===== config.mk =====
export PLATFORM = sky130hd
export DESIGN_NAME = lcd_spi_decoder_flat
export DESIGN_NICKNAME = d
export VERILOG_FILES = /design/src/rtl/lcd_spi_pkg.sv /design/src/rtl/lcd_spi_decoder_if.sv /design/src/rtl/lcd_spi_rx.sv /design/src/rtl/lcd_spi_decoder.sv /design/src/flat_wrapper.sv
export SDC_FILE = /design/constraint.sdc
export NUM_CORES = 1
export LEC_CHECK = 0
export CAP_MARGIN = 10
export CORE_MARGIN = 5
export CORE_UTILIZATION = 47
export CTS_CLUSTER_DIAMETER = 200
export DETAILED_ROUTE_END_ITERATION = 12
export GPL_TIMING_DRIVEN = 0
export PLACE_DENSITY = 0.65
export SLEW_MARGIN = 40
export SYNTH_ARGS = -nofsm -noshare
export SYNTH_HDL_FRONTEND = slang
export SYNTH_HIERARCHICAL = 1
export SYNTH_SLANG_ARGS = --single-unit

===== constraint.sdc =====
create_clock -name clock -period 2.7 [get_ports clock]
set_input_delay 0.27 -clock clock [delete_from_list [all_inputs] [get_ports clock]]
set_output_delay 0.27 -clock clock [all_outputs]
set_load 0.02 [all_outputs]

===== src/rtl/lcd_spi_pkg.sv =====
// Shared constants and types for the ILI9341-class SPI LCD decoder.
// Holds the command/COLMOD codes, the FSM and bpp enums, and the colour expanders.
package lcd_spi_pkg;

   localparam logic [7:0] CMD_CASET  = 8'h2A;
   localparam logic [7:0] CMD_PASET  = 8'h2B;
   localparam logic [7:0] CMD_RAMWR  = 8'h2C;
   localparam logic [7:0] CMD_RAMWRC = 8'h3C;
   localparam logic [7:0] CMD_COLMOD = 8'h3A;

   localparam logic [7:0] COLMOD_16  = 8'h55;
   localparam logic [7:0] COLMOD_18  = 8'h66;

   typedef enum logic [2:0] {
      ST_IDLE,
      ST_CASET,
      ST_PASET,
      ST_COLMOD,
      ST_RAMWR
   } state_t;

   typedef enum logic {
      BPP_16,
      BPP_18
   } bpp_t;

   // Replicate the top bits into the low bits so full-scale maps to 0xFF.
   function automatic logic [7:0] expand5(input logic [4:0] c);
      return {c, c[4:2]};
   endfunction

   function automatic logic [7:0] expand6(input logic [5:0] c);
      return {c, c[5:4]};
   endfunction

endpackage


===== src/rtl/lcd_spi_decoder_if.sv =====
// Panel-side SPI lines in, decoded pixel events out.
// master = traffic source / pixel consumer, slave = the decoder.
interface lcd_spi_decoder_if #(
   parameter int XW = 8,
   parameter int YW = 9
);
   logic          csn_i;
   logic          clk_i;
   logic          sdi_i;
   logic          dcn_i;
   logic [XW-1:0] x_o;
   logic [YW-1:0] y_o;
   logic [7:0]    r_o;
   logic [7:0]    g_o;
   logic [7:0]    b_o;
   logic          strobe_o;

   modport master (
      output csn_i, clk_i, sdi_i, dcn_i,
      input  x_o, y_o, r_o, g_o, b_o, strobe_o
   );

   modport slave (
      input  csn_i, clk_i, sdi_i, dcn_i,
      output x_o, y_o, r_o, g_o, b_o, strobe_o
   );
endinterface


===== src/rtl/lcd_spi_rx.sv =====
// Oversampling SPI receiver: 2-FF synchronisers, SCLK rising-edge detect and
// frame shifter producing one byte + D/C flag per completed 8- or 9-bit frame.
module lcd_spi_rx #(
   parameter bit THREE_WIRE = 1'b0
) (
   input  logic       clock,
   input  logic       reset,
   input  logic       csn,
   input  logic       sclk,
   input  logic       sdi,
   input  logic       dcn,
   output logic [7:0] data,
   output logic       dc,
   output logic       valid,
   output logic       csn_rise
);
   localparam logic [3:0] LAST_BIT = THREE_WIRE ? 4'd8 : 4'd7;

   logic [3:0] meta_reg;
   logic [3:0] sync_reg;
   logic       sclk_prev_reg;
   logic       csn_prev_reg;
   logic       armed_reg;
   logic [3:0] bit_cnt_reg;
   logic [6:0] shift_reg;
   logic       first_bit_reg;

   logic csn_s, sclk_s, sdi_s, dcn_s;
   assign {csn_s, sclk_s, sdi_s, dcn_s} = sync_reg;

   // csn sync resets to "selected" and armed_reg only sets once csn is seen high,
   // so a frame already in flight at reset release is ignored until a fresh select.
   always_ff @(posedge clock or negedge reset) begin
      if (!reset) begin
         meta_reg      <= '0;
         sync_reg      <= '0;
         sclk_prev_reg <= 1'b0;
         csn_prev_reg  <= 1'b0;
         armed_reg     <= 1'b0;
         bit_cnt_reg   <= '0;
         shift_reg     <= '0;
         first_bit_reg <= 1'b0;
         data          <= '0;
         dc            <= 1'b0;
         valid         <= 1'b0;
         csn_rise      <= 1'b0;
      end else begin
         meta_reg      <= {csn, sclk, sdi, dcn};
         sync_reg      <= meta_reg;
         sclk_prev_reg <= sclk_s;
         csn_prev_reg  <= csn_s;
         armed_reg     <= armed_reg | csn_s;
         csn_rise      <= csn_s & ~csn_prev_reg;
         valid         <= 1'b0;
         if (csn_s) begin
            bit_cnt_reg <= '0;
         end else if (armed_reg && sclk_s && !sclk_prev_reg) begin
            shift_reg <= {shift_reg[5:0], sdi_s};
            if (bit_cnt_reg == 4'd0)
               first_bit_reg <= sdi_s;
            if (bit_cnt_reg == LAST_BIT) begin
               bit_cnt_reg <= '0;
               valid       <= 1'b1;
               data        <= {shift_reg, sdi_s};
               dc          <= THREE_WIRE ? first_bit_reg : dcn_s;
            end else begin
               bit_cnt_reg <= bit_cnt_reg + 4'd1;
            end
         end
      end
   end
endmodule


===== src/rtl/lcd_spi_decoder.sv =====
// ILI9341-class command decoder: window/COLMOD registers, pixel assembly and
// the auto-advancing x/y pointer, emitting one strobed RGB888 event per pixel.
module lcd_spi_decoder
   import lcd_spi_pkg::*;
#(
   parameter int WIDTH      = 240,
   parameter int HEIGHT     = 320,
   parameter bit THREE_WIRE = 1'b0,
   parameter int XW         = $clog2(WIDTH),
   parameter int YW         = $clog2(HEIGHT)
) (
   input logic               clock,
   input logic               reset,
   lcd_spi_decoder_if.slave  bus
);
   localparam logic [XW-1:0] X_MAX = XW'(WIDTH - 1);
   localparam logic [YW-1:0] Y_MAX = YW'(HEIGHT - 1);

   logic [7:0] rx_data;
   logic       rx_dc, rx_valid, rx_csn_rise;

   lcd_spi_rx #(.THREE_WIRE(THREE_WIRE)) u_rx (
      .clock    (clock),
      .reset    (reset),
      .csn      (bus.csn_i),
      .sclk     (bus.clk_i),
      .sdi      (bus.sdi_i),
      .dcn      (bus.dcn_i),
      .data     (rx_data),
      .dc       (rx_dc),
      .valid    (rx_valid),
      .csn_rise (rx_csn_rise)
   );

   state_t          state_reg;
   bpp_t            bpp_reg;
   logic [2:0]      param_cnt_reg;
   logic [2:0][7:0] param_reg;
   logic [XW-1:0]   sc_reg, ec_reg, x_ptr_reg, x_reg;
   logic [YW-1:0]   sp_reg, ep_reg, y_ptr_reg, y_reg;
   logic [1:0]      pix_cnt_reg;
   logic [1:0][7:0] pix_reg;
   logic [7:0]      r_reg, g_reg, b_reg;
   logic            strobe_reg;

   logic        pix_done, x_wrap, y_wrap;
   logic [23:0] pix_rgb;

   function automatic logic [XW-1:0] clamp_x(input logic [15:0] v);
      return (v > 16'(WIDTH - 1)) ? X_MAX : XW'(v);
   endfunction

   function automatic logic [YW-1:0] clamp_y(input logic [15:0] v);
      return (v > 16'(HEIGHT - 1)) ? Y_MAX : YW'(v);
   endfunction

   always_comb begin
      pix_done = (bpp_reg == BPP_16) ? (pix_cnt_reg == 2'd1) : (pix_cnt_reg == 2'd2);
      if (bpp_reg == BPP_16)
         pix_rgb = {expand5(pix_reg[0][7:3]), expand6({pix_reg[0][2:0], rx_data[7:5]}),
                    expand5(rx_data[4:0])};
      else
         pix_rgb = {expand6(pix_reg[0][7:2]), expand6(pix_reg[1][7:2]), expand6(rx_data[7:2])};
      // An inverted window pins that axis at its start and pushes every step onward.
      x_wrap = (sc_reg > ec_reg) || (x_ptr_reg == ec_reg);
      y_wrap = (sp_reg > ep_reg) || (y_ptr_reg == ep_reg);
   end

   always_ff @(posedge clock or negedge reset) begin
      if (!reset) begin
         state_reg     <= ST_IDLE;
         bpp_reg       <= BPP_16;
         param_cnt_reg <= '0;
         param_reg     <= '0;
         sc_reg        <= '0;
         ec_reg        <= X_MAX;
         sp_reg        <= '0;
         ep_reg        <= Y_MAX;
         x_ptr_reg     <= '0;
         y_ptr_reg     <= '0;
         pix_cnt_reg   <= '0;
         pix_reg       <= '0;
         x_reg         <= '0;
         y_reg         <= '0;
         r_reg         <= '0;
         g_reg         <= '0;
         b_reg         <= '0;
         strobe_reg    <= 1'b0;
      end else begin
         strobe_reg <= 1'b0;
         if (rx_valid && !rx_dc) begin
            param_cnt_reg <= '0;
            pix_cnt_reg   <= '0;
            case (rx_data)
               CMD_CASET:  state_reg <= ST_CASET;
               CMD_PASET:  state_reg <= ST_PASET;
               CMD_COLMOD: state_reg <= ST_COLMOD;
               CMD_RAMWR: begin
                  state_reg <= ST_RAMWR;
                  x_ptr_reg <= sc_reg;
                  y_ptr_reg <= sp_reg;
               end
               CMD_RAMWRC: state_reg <= ST_RAMWR;
               default:    state_reg <= ST_IDLE;
            endcase
         end else if (rx_valid) begin
            case (state_reg)
               ST_CASET, ST_PASET: begin
                  if (param_cnt_reg < 3'd3) begin
                     param_reg[param_cnt_reg[1:0]] <= rx_data;
                     param_cnt_reg <= param_cnt_reg + 3'd1;
                  end else if (param_cnt_reg == 3'd3) begin
                     param_cnt_reg <= 3'd4;
                     if (state_reg == ST_CASET) begin
                        sc_reg <= clamp_x({param_reg[0], param_reg[1]});
                        ec_reg <= clamp_x({param_reg[2], rx_data});
                     end else begin
                        sp_reg <= clamp_y({param_reg[0], param_reg[1]});
                        ep_reg <= clamp_y({param_reg[2], rx_data});
                     end
                  end
               end
               ST_COLMOD: begin
                  if (rx_data == COLMOD_16)
                     bpp_reg <= BPP_16;
                  else if (rx_data == COLMOD_18)
                     bpp_reg <= BPP_18;
               end
               ST_RAMWR: begin
                  if (pix_done) begin
                     strobe_reg            <= 1'b1;
                     x_reg                 <= x_ptr_reg;
                     y_reg                 <= y_ptr_reg;
                     {r_reg, g_reg, b_reg} <= pix_rgb;
                     pix_cnt_reg           <= '0;
                     if (x_wrap) begin
                        x_ptr_reg <= sc_reg;
                        y_ptr_reg <= y_wrap ? sp_reg : y_ptr_reg + 1'b1;
                     end else begin
                        x_ptr_reg <= x_ptr_reg + 1'b1;
                     end
                  end else begin
                     pix_reg[pix_cnt_reg[0]] <= rx_data;
                     pix_cnt_reg             <= pix_cnt_reg + 2'd1;
                  end
               end
               default: ;
            endcase
         end
         // Deselect wins over a frame finishing in the same cycle (frame already used above).
         if (rx_csn_rise) begin
            state_reg     <= ST_IDLE;
            param_cnt_reg <= '0;
            pix_cnt_reg   <= '0;
         end
      end
   end

   assign bus.x_o      = x_reg;
   assign bus.y_o      = y_reg;
   assign bus.r_o      = r_reg;
   assign bus.g_o      = g_reg;
   assign bus.b_o      = b_reg;
   assign bus.strobe_o = strobe_reg;
endmodule


===== src/flat_wrapper.sv =====
// flat-port wrapper written by rule: the top's interface ports become plain ports
module lcd_spi_decoder_flat import lcd_spi_pkg::*;
#(
   parameter int WIDTH      = 240,
   parameter int HEIGHT     = 320,
   parameter bit THREE_WIRE = 1'b0,
   parameter int XW         = $clog2(WIDTH),
   parameter int YW         = $clog2(HEIGHT)
)
  (clock, reset, bus_csn_i, bus_clk_i, bus_sdi_i, bus_dcn_i, bus_x_o, bus_y_o, bus_r_o, bus_g_o, bus_b_o, bus_strobe_o);
  lcd_spi_decoder_if #(.XW(XW), .YW(YW)) bus_i ();
  input logic clock;
  input logic reset;
  input wire logic [$bits(bus_i.csn_i)-1:0] bus_csn_i;
  input wire logic [$bits(bus_i.clk_i)-1:0] bus_clk_i;
  input wire logic [$bits(bus_i.sdi_i)-1:0] bus_sdi_i;
  input wire logic [$bits(bus_i.dcn_i)-1:0] bus_dcn_i;
  output wire logic [$bits(bus_i.x_o)-1:0] bus_x_o;
  output wire logic [$bits(bus_i.y_o)-1:0] bus_y_o;
  output wire logic [$bits(bus_i.r_o)-1:0] bus_r_o;
  output wire logic [$bits(bus_i.g_o)-1:0] bus_g_o;
  output wire logic [$bits(bus_i.b_o)-1:0] bus_b_o;
  output wire logic [$bits(bus_i.strobe_o)-1:0] bus_strobe_o;
  assign bus_i.csn_i = bus_csn_i;
  assign bus_i.clk_i = bus_clk_i;
  assign bus_i.sdi_i = bus_sdi_i;
  assign bus_i.dcn_i = bus_dcn_i;
  assign bus_x_o = bus_i.x_o;
  assign bus_y_o = bus_i.y_o;
  assign bus_r_o = bus_i.r_o;
  assign bus_g_o = bus_i.g_o;
  assign bus_b_o = bus_i.b_o;
  assign bus_strobe_o = bus_i.strobe_o;
  lcd_spi_decoder #(.WIDTH(WIDTH), .HEIGHT(HEIGHT), .THREE_WIRE(THREE_WIRE), .XW(XW), .YW(YW)) u_core (.clock(clock), .reset(reset), .bus(bus_i));
endmodule

==> out/qor.log, run 1 <==
INFO  synth          post_synth_xor_xnor_area=2.20%
INFO  floorplan      start_util=48.0%
INFO  synth          seq_area_frac_synth=53.9%
INFO  route          drt_pre_antenna_iters=5
INFO  sta            timing.final.hold_violations=0
INFO  worst_setup_path critical_path.endpoint=u_core/y_ptr_reg[2]
INFO  floorplan      placeableCoreArea=16600um^2
INFO  placed_design  io_buffer_count=47
INFO  sta            timing.final.crit_share=93.0%
INFO  route          drt.antenna.violating_nets=0
INFO  sta            max-slew-margin-rel=51.3%
INFO  route          post-route-drc-count=0
INFO  power          pwr_density_cell=541nW/um^2
INFO  status         outcome=complete, no violations
INFO  floorplan      number_of_top_level_pins=48
INFO  placed_design  dp_hpwl=12700um
INFO  worst_setup_path ff2ff_setup_slack=0.19ns
INFO  clocking       cts_inserted_buffers=17
INFO  synth          synth_warnings=6
INFO  global_route   grt_first_pass_wirelength=29300um
INFO  worst_setup_path critical_path_depth=8
INFO  global_route   grt_antenna_before_repair=0
INFO  floorplan      dieHeight=140um
INFO  worst_setup_path rr_endpoint=u_core/y_ptr_reg[2]
INFO  global_route   first_global_vias=5818
INFO  clocking       root_buffer=clkbuf_16
INFO  sta            finalMaxSlewViolations=0
INFO  power          peakVddDrop=0.622mV
INFO  synth          synth_top_cell_by_area=dfrtp_1
INFO  route          drt-total-wl=17600um
INFO  synth          muxShareOfSynthArea=11.7%
INFO  sta            fmax=398MHz
INFO  sta            clock-skew-final=0.00914ns
INFO  clocking       cts_max_level=4
INFO  worst_setup_path cp_slowest_stage_delay=0.56ns
INFO  synth          dominant_combinational_cell_family_by_area_after_synthesis=simple AND/OR/NAND/NOR gates
INFO  sta            finalSetupViolations=0
INFO  sta            holdWs=0.282ns
INFO  route          avgRoutedWirePerCell=17.4um
INFO  placed_design  preCtsSetupSlack=0.110ns
INFO  sta            post-route-worst-setup-slack=0.189ns
INFO  floorplan      row_count=47
INFO  global_route   grt_start_max_net_pins=78
INFO  hold_path      holdCritPathClass=in -> reg
INFO  clocking       tritoncts=done
INFO  worst_setup_path worst-path-buf-inv=1
INFO  worst_setup_path cp_slowest_cell=dfstp_2
INFO  worst_setup_path cp.arrival=2.77ns
INFO  placed_design  post_placement_cell_area=8770um^2
INFO  clocking       clk_latency=0.42ns
INFO  worst_setup_path reg2reg_depth=8
INFO  route          num_vias=5596
INFO  final_layout   final_area=9400um^2
INFO  final_layout   ratio_of_cells_with_drive_above_1_in_the_final_layout=17.1%
INFO  floorplan      die_area=19700um^2
INFO  synth          synth_top_cells_by_area=dfrtp_1 (49%), mux2_2 (6.5%), dfstp_2 (4.6%)
INFO  synth          synthSimpleGateAreaFrac=12.8%
INFO  final_layout   antennaDiodeCount=0
INFO  synth          mappedNetlistNets=738
INFO  global_route   grt_usage=18.5%
INFO  power          power.leakage=0.00425uW
INFO  synth          synthFlopType=dfrtp_1
INFO  clocking       clock_path_buffers=2
INFO  worst_setup_path worstSetupStartpointType=flip-flop
INFO  run            max_cap_violations=0
INFO  synth          yosys_register_bits=171
INFO  clocking       clkSlewWorstSetupHoldPaths=0.07ns
INFO  final_layout   syn_to_final_growth=18.0%
INFO  synth          synthesis.instances=707
INFO  placed_design  globalplace.congestion=0.813
INFO  worst_setup_path regToRegStartpoint=u_core/ec_reg[1]
INFO  synth          synth_top_cell_area_share=49.3%
INFO  clocking       cts_num_sinks=171
INFO  worst_setup_path critPathCaptureType=flip-flop
INFO  final_layout   layout.nets=812
INFO  sta            fin_crit=2.51ns
INFO  sta            timing_worst_slew_pin_value=0.730ns
INFO  synth          synth.cell_area=7970um^2
INFO  synth          synth_compound_area_share=11.1%
INFO  synth          synth_cell_types=70
INFO  sta            setup_tns=0ns
INFO  worst_setup_path cp-startpoint=u_core/ec_reg[1]
INFO  floorplan      chipWidth=140um
INFO  global_route   grt_remaining_overflow=0
INFO  worst_setup_path path_delay_family=simple AND/OR/NAND/NOR gates
INFO  route          ratio_of_routed_vias_to_standard_cells=5.52
INFO  synth          postSynthAreaPerCell=11.3um^2
INFO  final_layout   largest_register_ff_count=24
INFO  worst_setup_path critical_path_required=2.96ns
INFO  synth          synth_edf_count=0
INFO  synth          synth-adder-area-share=3.93%
INFO  worst_setup_path critical_path.cell_chain=inv_1 -> ha_1 -> nor2b_1 -> o211ai_1 -> a211oi_2 -> nor4_1 -> nor2_1 -> a22oi_1
INFO  route          drt_first_iter_violations=320
INFO  synth          synthArstFlopShare=100%
INFO  worst_setup_path critical_path_class=reg -> reg
INFO  worst_setup_path critical_path.max_fanout=9
report_power, final:
group	leakage [uW]	total (uW)	internal, uW	switching (uW)
clock network	0.000258	2310	1290	1030
logic	0.00170	121	54.5	66.3
registers	0.00230	2650	2610	35.4
total	0.00425	5080	3960	1130
per-layer routing:
layer | up-vias | wire length, um | global-route usage, %
met1 | 2811 | 7710 | 23.1
met4 | 0 | 202 | 4.33
met5 | - | 0 | 0
met3 | 16 | 699 | 4.40
li1 | 2648 | - | -
met2 | 121 | 9020 | 32.5
Yosys cell counts, drive strengths merged (4+ instances only):
cell type	n
dfrtp	157
xor2	5
nand3	13
nor3	16
nor2b	8
o22ai	10
o22a	23
a211oi	5
mux2i	28
nand2	91
buf	15
clkbuf	20
nor2	24
dfstp	14
o211ai	6
and3	8
a21oi	31
xnor2	15
or4	4
mux2	55
nand4	10
inv	40
o21ai	36
ha	25
a2bb2oi	4
stage by stage:
step / total power [uW] / util (%) / std cells
finish: 5080 / 56.7 / 1014
global route: 5270 / 56.7 / 1014
CTS: 5140 / 56.4 / 1009
detailed placement: 2820 / 52.9 / 976
global placement: 2800 / 52.5 / 974
floorplan: 2730 / - / 707
how the worst min path moves through the flow:
stage | depth (start not counted) | end | slack [ns] | start
2_1_floorplan | 0 | u_core/bpp_reg | -0.03 | reset
4_1_cts | 1 | u_core/u_rx/meta_reg[0] | 0.27 | bus_dcn_i
3_3_place_gp | 0 | u_core/u_rx/sync_reg[1] | 0.33 | u_core/u_rx/meta_reg[1]
6_report | 1 | u_core/u_rx/meta_reg[0] | 0.28 | bus_dcn_i
3_5_place_dp | 1 | u_core/y_ptr_reg[8] | 0.18 | reset
5_1_grt | 1 | u_core/u_rx/meta_reg[2] | 0.26 | bus_clk_i
placed cells by master (no fill, tap or decap), types with 3 or more instances in the layout:
cell type,n
clkinvlp_4,6
dfstp_2,14
nand4b_1,3
a211oi_1,3
nand2b_1,3
a21o_1,3
inv_6,3
nand4_1,10
buf_4,8
o21ai_0,35
clkbuf_16,17
or4_1,3
buf_2,6
xnor2_1,15
mux2i_1,28
o22ai_1,10
nor3_1,15
dfrtp_1,157
and3_1,8
a2bb2oi_1,4
inv_1,39
nor2_1,23
clkbuf_1,21
a21oi_1,31
a22oi_1,3
nand3_1,11
clkdlybuf4s50_1,46
o22a_1,23
mux2_4,9
clkinv_4,3
o211ai_1,6
ha_1,25
nand2_1,91
mux2_2,46
nor2b_1,8
xor2_1,5
cells by family after synthesis:
group,count (synthesis)
buffers and inverters,76
xor gates and xnor gates,20
adders and majority gates,25
AOI/OAI and AO/OA,132
and+or+nand+nor,200
muxes,83
DFF,171
area by class of cell:
class | count | area, um^2
Fill cell | 1432 | 7190
Sequential cell | 171 | 4300
Multi-Input combinational cell | 460 | 3330
Timing Repair Buffer | 55 | 578
Clock buffer | 18 | 429
Tap cell | 220 | 275
Buffer | 35 | 193
Inverter | 41 | 154
Clock inverter | 14 | 139
timing repair:
item,in CTS,in global routing
gates resized for setup,0,2
endpoints found under the hold margin,43,0
hold buffers,1,0
endpoints found under the setup margin,0,10
buffers inserted,0,5
Power figures use the tool's default switching activity.
==> inputs of run 2 (changes only) <==
--- a/config.mk
+++ b/config.mk
@@ -6,7 +6,6 @@
 export NUM_CORES = 1
 export LEC_CHECK = 0
 export CAP_MARGIN = 10
-export CORE_MARGIN = 5
 export CORE_UTILIZATION = 47
 export CTS_CLUSTER_DIAMETER = 200
 export DETAILED_ROUTE_END_ITERATION = 12
==> run 2 against run 1 <==
  * Non-clock buffer count shrank 5
  * Clock skew fell by 0.00062 ns
  * Critical path type unchanged
  * Worst setup slack got worse by 0.057 ns
  * Global-route usage up 3.2 points
  * Final area down 0.20%
  * Sequential share of layout area rose by 0.091 points
  * Maximum frequency down 2.2%
==> out/qor.log, run 2 (synthesis gave the netlist of run 1 again) <==
INFO  status         outcome=complete, no violations
INFO  route          num_vias=5592 [-0.071%]
INFO  clocking       clkSlewWorstSetupHoldPaths=0.06ns [about the same]
INFO  placed_design  dp.cells=976 [unchanged]
INFO  global_route   grt_start_max_net_pins=74 [-5.1%]
INFO  clocking       cts_post_setup_buffers_inserted=0 [unchanged]
INFO  hold_path      worst_hold_path.endpoint=u_core/u_rx/meta_reg[2]
INFO  worst_setup_path rr_endpoint=u_core/y_ptr_reg[5]
INFO  floorplan      placeableCoreArea=16600um^2 [unchanged]
INFO  power          peakVddDrop=0.506mV [-19%]
INFO  worst_setup_path critical_path_class=reg -> reg
INFO  sta            holdWs=0.279ns [-0.00256 ns]
INFO  sta            fmax=389MHz [-2.2%]
INFO  clocking       cts_num_sinks=171 [unchanged]
INFO  final_layout   multi_input_comb_area=3320um^2 [-0.26%]
INFO  hold_path      worst_hold_startpoint=bus_clk_i
INFO  floorplan      die_area=17500um^2 [-11%]
INFO  route          ratio_of_routed_vias_to_standard_cells=5.54 [+0.42%]
INFO  floorplan      number_of_top_level_pins=48 [unchanged]
INFO  sta            fin_crit=2.57ns [+0.0574 ns]
INFO  route          avgRoutedWirePerCell=17.3um [-0.72%]
INFO  sta            finalSetupViolations=0 [unchanged]
INFO  power          pwr_density_cell=555nW/um^2 [+2.5%]
INFO  sta            finalMaxSlewViolations=0 [unchanged]
INFO  placed_design  dp_hpwl=12700um [about the same]
INFO  worst_setup_path cp.arrival=2.88ns [+0.11 ns]
INFO  final_layout   syn_to_final_growth=17.8%
INFO  route          drt-total-wl=17400um [-1.2%]
INFO  worst_setup_path critPathCaptureType=flip-flop
INFO  route          drt_pre_antenna_iters=4 [-1]
INFO  sta            timing.final.crit_share=95.1% [+2.1 points]
INFO  worst_setup_path regToRegStartpoint=u_core/ec_reg[1]
INFO  global_route   grt_antenna_before_repair=0 [unchanged]
INFO  final_layout   ratio_of_cells_with_drive_above_1_in_the_final_layout=16.5% [-0.65 points]
INFO  final_layout   filler_cell_count_in_the_final_layout=1438 [+0.42%]
INFO  global_route   grt_first_pass_wirelength=29500um [+0.78%]
INFO  clocking       clk_latency=0.43ns [about the same]
INFO  worst_setup_path cp_slowest_stage_delay=0.56ns [about the same]
INFO  sta            rsz_0062_raised_after_global_routing=true
INFO  placed_design  globalplace.congestion=0.808 [-0.70%]
INFO  final_layout   largest_register_ff_count=24 [unchanged]
INFO  route          drt_first_iter_violations=282 [-12%]
INFO  worst_setup_path worstSetupStartpointType=flip-flop
INFO  route          post-route-drc-count=0 [unchanged]
INFO  route          drt.antenna.violating_nets=0 [unchanged]
INFO  worst_setup_path critical_path_required=3.01ns [+0.05 ns]
INFO  clocking       cts_max_level=4 [unchanged]
INFO  sta            timing_worst_slew_pin_value=0.723ns [-0.00742 ns]
INFO  floorplan      row_count=47 [unchanged]
INFO  clocking       cts_inserted_buffers=17 [unchanged]
INFO  floorplan      chipWidth=132um [-5.7%]
INFO  final_layout   antennaDiodeCount=0 [unchanged]
INFO  sta            timing.final.hold_violations=0 [unchanged]
INFO  worst_setup_path ff2ff_setup_slack=0.13ns [-0.06 ns]
INFO  power          fin_total_pwr=5200uW [+2.3%]
INFO  sta            clock-skew-final=0.00852ns [-0.000621 ns]
INFO  placed_design  io_buffer_count=47 [unchanged]
INFO  worst_setup_path cp_slowest_cell=dfstp_2
INFO  worst_setup_path critical_path.max_fanout=9 [unchanged]
INFO  final_layout   layout.cells.most_common_list=dfrtp_1 (157), nand2_1 (91), clkdlybuf4s50_1 (46), mux2_2 (46), inv_1 (39)
INFO  floorplan      start_util=48.0% [unchanged]
INFO  clocking       clock_path_buffers=2 [unchanged]
INFO  final_layout   final_common_cell=dfrtp_1
INFO  global_route   first_global_vias=5914 [+1.7%]
INFO  global_route   grt_remaining_overflow=0 [unchanged]
INFO  hold_path      min_delay_path_depth=1 [unchanged]
INFO  run            max_cap_violations=0 [unchanged]
INFO  final_layout   layout.cells.non_filler=1009 [-0.49%]
INFO  global_route   grt_usage=21.7% [+3.2 points]
INFO  final_layout   layout.area.seq=4300um^2 [unchanged]
INFO  floorplan      dieHeight=132um [-5.7%]
INFO  clocking       tritoncts=done
INFO  clocking       root_buffer=clkbuf_16
INFO  worst_setup_path reg2reg_depth=9 [+1]
INFO  power          power.leakage=0.00426uW [+0.15%]
INFO  final_layout   layout.nets=807 [-0.62%]
INFO  sta            max-slew-margin-rel=51.8% [+0.49 points]
INFO  hold_path      holdCritPathClass=in -> reg
INFO  worst_setup_path critical_path.cell_chain=inv_1 -> ha_1 -> nor2b_1 -> o211ai_1 -> a211oi_1 -> o31a_1 -> clkbuf_1 -> o22ai_1 -> a22o_1
## run 2: cell count changes in the layout (fill, tap and decap cells not counted)
cell,before,now
clkinvlp_4,6,3
nor3_2,0,1
buf_4,8,3
inv_8,1,0
nor2_2,0,1
nor2_1,23,22
clkbuf_8,0,2
nor3_4,1,0
clkbuf_1,21,22
bufinv_16,1,2
a211oi_2,2,1
a211oi_1,3,4
## run 2: layout make-up
| cell class | instances | area share (%) |
|---|---|---|
| flip-flops and latches | 171 | 45.8 |
| multi-input cells | 460 | 35.4 |
| repair buffers | 50 | 5.76 |
| clock buffers | 21 | 4.91 |
| well taps | 220 | 2.93 |
| plain buffers | 35 | 2.05 |
| inverters | 41 | 1.64 |
| clock inverters | 11 | 1.44 |
## run 2: worst max-delay path, delay by kind of cell, from the launching register on
kind / cells / cell delay [ns]
fa+ha+maj: 1 / 0.28
flops: 1 / 0.56
compound gates: 5 / 1.09
buf+inv: 2 / 0.39
simple gates: 1 / 0.13
## run 2: metrics by stage
stage | setup TNS (ns) | setup WS (ns) | cell area, um^2 | utilization (%)
after floorplan | 0 | 0.397 | 7970 | -
after global placement | -876.28 | -5.31 | 8710 | 52.5
after detailed placement | 0 | 0.159 | 8770 | 52.9
after CTS | 0 | 0.144 | 9380 | 56.5
after global routing | -0.0534 | -0.0249 | 9380 | 56.6
final | 0 | 0.131 | 9380 | 56.6
## run 2: worst max path at each step
stage	from	to	slack [ns]
after floorplan	u_core/ep_reg[8]	u_core/y_ptr_reg[5]	0.40
after global placement	reset	u_core/bus.g_o[3]	-5.31
after detailed placement	u_core/ep_reg[8]	u_core/y_ptr_reg[5]	0.16
after CTS	u_core/ep_reg[8]	u_core/y_ptr_reg[5]	0.14
after global routing	u_core/ec_reg[7]	u_core/x_ptr_reg[6]	-0.02
final	u_core/ec_reg[1]	u_core/y_ptr_reg[5]	0.13
## run 2: repair_timing
action,4_1_cts,5_1_grt
hold buffers,1,0
resized for setup,0,1
endpoints found under the setup margin,0,10
hold endpoints to repair,65,0
## run 2: report_power, final
part           internal, uW  switching (uW)  leakage, uW  total [uW]
combinational          54.3            65.3      0.00168         120
clock                  1420            1010     0.000281        2430
sequential             2610            35.8      0.00230        2650
total                  4090            1110      0.00426        5200
## run 2: layer usage
metal	up-vias	wire (um)	GRT usage [%]
li1	2629	-	-
met1	2839	7560	26.3
met2	105	8940	38.6
met3	19	637	3.81
met4	0	286	7.85
met5	-	0	0
